`src/rtl/seg_pipe_incdec.sv`:
```
// rtl/seg_pipe_incdec.sv - pipelined incrementer/decrementer, one SEG-bit carry segment per stage
// Optional saturating mode: define SEG_PIPE_INCDEC_SAT_EN.
module seg_pipe_incdec #(
  parameter int N   = 16,
  parameter int SEG = 4
) (
  input  logic         CLK,
  input  logic         RST,
  input  logic         IN_VALID,
  output logic         IN_READY,
  input  logic [N-1:0] A,
  input  logic         C_IN,
  input  logic         DEC,
  output logic         OUT_VALID,
  input  logic         OUT_READY,
  output logic [N-1:0] SUM,
  output logic         C_OUT
);

  localparam int STAGES = N / SEG;

  generate
    if ((SEG < 1) || (SEG > N) || ((N % SEG) != 0)) begin : g_bad_param
      $error("seg_pipe_incdec: N must be a positive multiple of SEG");
    end
  endgenerate

  // Index 0 holds the raw captured operand; index k has segments 0..k-1
  // resolved. Index STAGES is the output register.
  logic [STAGES:0][N-1:0] a_q;
  logic [STAGES:0]        c_q;
  logic [STAGES:0]        vld_q;
  logic [STAGES-1:0]      dec_q;

  logic [STAGES-1:0][N-1:0] a_d;
  logic [STAGES-1:0]        c_d;
  logic                     adv;

  assign adv       = !vld_q[STAGES] || OUT_READY;
  assign IN_READY  = adv;
  assign OUT_VALID = vld_q[STAGES];
  assign SUM       = a_q[STAGES];
  assign C_OUT     = c_q[STAGES];

  always_comb begin
    logic cc;
    a_d = '0;
    c_d = '0;
    cc  = 1'b0;
    for (int k = 0; k < STAGES; k++) begin
      a_d[k] = a_q[k];
      cc     = c_q[k];
      for (int j = 0; j < SEG; j++) begin
        a_d[k][k*SEG+j] = a_q[k][k*SEG+j] ^ cc;
        cc = (dec_q[k] ? ~a_q[k][k*SEG+j] : a_q[k][k*SEG+j]) & cc;
      end
      c_d[k] = cc;
`ifdef SEG_PIPE_INCDEC_SAT_EN
      // Clamp instead of wrapping; C_OUT still flags the saturation.
      if ((k == STAGES - 1) && cc) begin
        a_d[k] = dec_q[k] ? {N{1'b0}} : {N{1'b1}};
      end
`endif
    end
  end

  always_ff @(posedge CLK) begin
    if (RST) begin
      a_q   <= '0;
      c_q   <= '0;
      vld_q <= '0;
      dec_q <= '0;
    end else if (adv) begin
      a_q[0]   <= A;
      c_q[0]   <= C_IN;
      dec_q[0] <= DEC;
      vld_q[0] <= IN_VALID;
      for (int k = 0; k < STAGES; k++) begin
        a_q[k+1]   <= a_d[k];
        c_q[k+1]   <= c_d[k];
        vld_q[k+1] <= vld_q[k];
        if (k + 1 < STAGES) begin
          dec_q[k+1] <= dec_q[k];
        end
      end
    end
  end

endmodule

```
`config.mk`:
```
export PLATFORM = sky130hd
export DESIGN_NAME = seg_pipe_incdec
export DESIGN_NICKNAME = d
export VERILOG_FILES = /design/src/rtl/seg_pipe_incdec.sv
export SDC_FILE = /design/constraint.sdc
export NUM_CORES = 1
export LEC_CHECK = 0
export CORE_MARGIN = 5
export CORE_UTILIZATION = 55
export CTS_CLUSTER_DIAMETER = 120
export DETAILED_ROUTE_END_ITERATION = 16
export GPL_TIMING_DRIVEN = 0
export HOLD_SLACK_MARGIN = 0.12
export PLACE_DENSITY = 0.87
export SETUP_SLACK_MARGIN = 0.1
export SLEW_MARGIN = 20
export SYNTH_ARGS = -nofsm -noshare
export SYNTH_HDL_FRONTEND = slang
export SYNTH_SLANG_ARGS = --single-unit
```
`constraint.sdc`:
```
create_clock -name CLK -period 1.9 [get_ports CLK]
set_input_delay 0.38 -clock CLK [delete_from_list [all_inputs] [get_ports CLK]]
set_output_delay 0.38 -clock CLK [all_outputs]
set_load 0.05 [all_outputs]
```
==> qor.csv <==
metric,value,unit
min_path_type,in2reg,
setup_slack,0.160,ns
power.density,770,nW/um^2
antenna_left,0,
globalplace.congestion,0.788,
skew,0.0118,ns
ios,41,
clock_latency,0.37,ns
syn_nets,489,
coreArea,6790,sq um
root_buffer,clkbuf_8,
antenna_found_initial,0,
grt_pass1_vias,2949,
status,completed,
drc,0,
postCtsHoldBufs,0,
timing.final.crit_share,0.916,
grt_pass1_wl,13000,um
antenna_cells,0,
cts.clk_slew.worst_paths,0.09,ns
synth_seq_cells,94,
yosys.area.top_type,dfxtp_1,
synth_top_area_share,0.489,
wire_per_inst,12.6,um
arrival,1.36,ns
syn_area,3850,sq um
seqCellArea,1880,sq um
cts.sinks,94,
async_flop_share,0,
setup_viol,0,
grt-ovfl-total,0,
die-height,93.6,um
synth_edf_count,0,
cp_max_fo,10,
die_area,8770,sq um
synth-warning-count,0,
drt_wl_total,7790,um
num_rows,30,
slew_viol_final,0,
num_vias,3119,
syn_to_final_growth,18.5,%
rsz0062_at_grt,false,
finalPower,3.51,mW
cts_tree,yes,
p_leak,1.81,nW
synthTopCellsByArea,"dfxtp_1, nand2_1, a21oi_1",
avgSynthCellArea,8.24,sq um
io_buffer_count,39,
grt_use_total,0.188,
fillers,593,
first_pass_iters,5,
cts_buffers,9,
fin_crit,1.74,ns
fp.dieW,93.6,um
cts_buffer_depth,2,
ys_seq_area_frac,0.489,
synth.distinct_cells,26,
finalHoldViolations,0,
slew_headroom,0.635,
preCtsSetupSlack,-0.839,ns
final_layout_size_suffix_gt1_frac,0.126,
viasPerCell,5.04,
dp_hpwl,5560,um
vdd_drop_max,649,uV
grt_max_degree,16,
nets,541,
synth_ff_type,dfxtp_1,
ctsHtreeMaxLevel,3,
synth_commonest_cells,"nand2_1, dfxtp_1, a21oi_1, nor2_1, buf_4",
fmax,575,MHz
yosysMostFrequentCell,nand2_1,
multi_input_area,1650,sq um
cp.required,1.52,ns
start_util,0.566,
crit_path_end_kind,primary output,
drv_cap,0,
start_kind,register,
syn_inst,467,
drt_iter0_drc,145,
tightest_slew,0.548,ns
worstSetupPathType,reg2out,
-- path summary, 6_finish.rpt --
check                           slack, ns       end      from  cells past startpoint
worst max register to register       0.26  dec_q[1]  vld_q[4]                      7
worst min-delay path                 0.35  vld_q[4]       RST                      2
worst min register to register       0.45    SUM[2]   a_d[50]                      2
worst max-delay path                 0.16  IN_READY  vld_q[4]                      5
-- metal layers --
metal  share of wire  global-route usage  routed length [um]
met1            0.45               0.223                3500
met2            0.47               0.317                3680
met3           0.056              0.0467                 436
met4           0.022              0.0951                 175
met5               0                   0                   0
-- stage by stage --
stage | TNS, ns | util | area [sq um] | hold WS [ns] | instances
after floorplan | 0 | - | 3850 | 0.432 | 467
after global placement | -2.82 | 0.641 | 4360 | 0.439 | 602
after detailed placement | -3.14 | 0.641 | 4360 | 0.445 | 602
after CTS | 0 | 0.668 | 4540 | 0.358 | 617
after global routing | 0 | 0.671 | 4560 | 0.378 | 619
final | 0 | 0.671 | 4560 | 0.351 | 619
-- cells in the final DEF (no fill, tap or decap), types with 14 or more instances in the layout --
| cell | count |
|---|---|
| nand2_1 | 156 |
| nor2_1 | 18 |
| dfxtp_1 | 93 |
| a211oi_1 | 16 |
| buf_4 | 19 |
| clkdlybuf4s50_1 | 19 |
| xor2_1 | 14 |
| dlygate4sd2_1 | 19 |
| a21oi_1 | 75 |
-- cells by family after synthesis --
group / Yosys count / share of synthesized area
and+or+nand+nor: 193 / 0.226
buffers and inverters: 55 / 0.0830
DFF: 94 / 0.489
AOI/OAI and AO/OA: 101 / 0.147
xor gates and xnor gates: 24 / 0.0547
-- sequential cells by signal (all words and copies together) (netlist names) --
| signal | cells |
|---|---|
| a_d | 48 |
| SUM | 16 |
| a_q | 16 |
| c_q | 5 |
| vld_q | 5 |
| dec_q | 4 |
-- worst max-delay path, cell delays in order, from the launching register on --
cell and delay [ns]:
dfxtp_2 0.34, nor2b_4 0.15, inv_2 0.08, buf_8 0.14
buf_8 0.13, buf_8 0.14
-- final cells by class --
cell class / instances / area share
Clock inverter: 5 / 0.00796
Sequential cell: 94 / 0.413
Multi-Input combinational cell: 318 / 0.363
Inverter: 1 / 0.000824
Clock buffer: 10 / 0.0302
Timing Repair Buffer: 41 / 0.0848
Tap cell: 96 / 0.0264
Buffer: 54 / 0.0739
-- where the power goes --
part           switching [mW]  internal [mW]  total (mW)
Clock                   0.684          0.503        1.19
Combinational           0.126          0.117       0.243
Sequential             0.0440           2.03        2.08
Total                   0.854           2.65        3.51
-- timing repair --
item,CTS,global route
gates resized for setup,35,1
setup endpoints to repair,19,1
setup buffers,0,2
hold endpoints to repair,0,0
(Power assumes the default switching activity.)
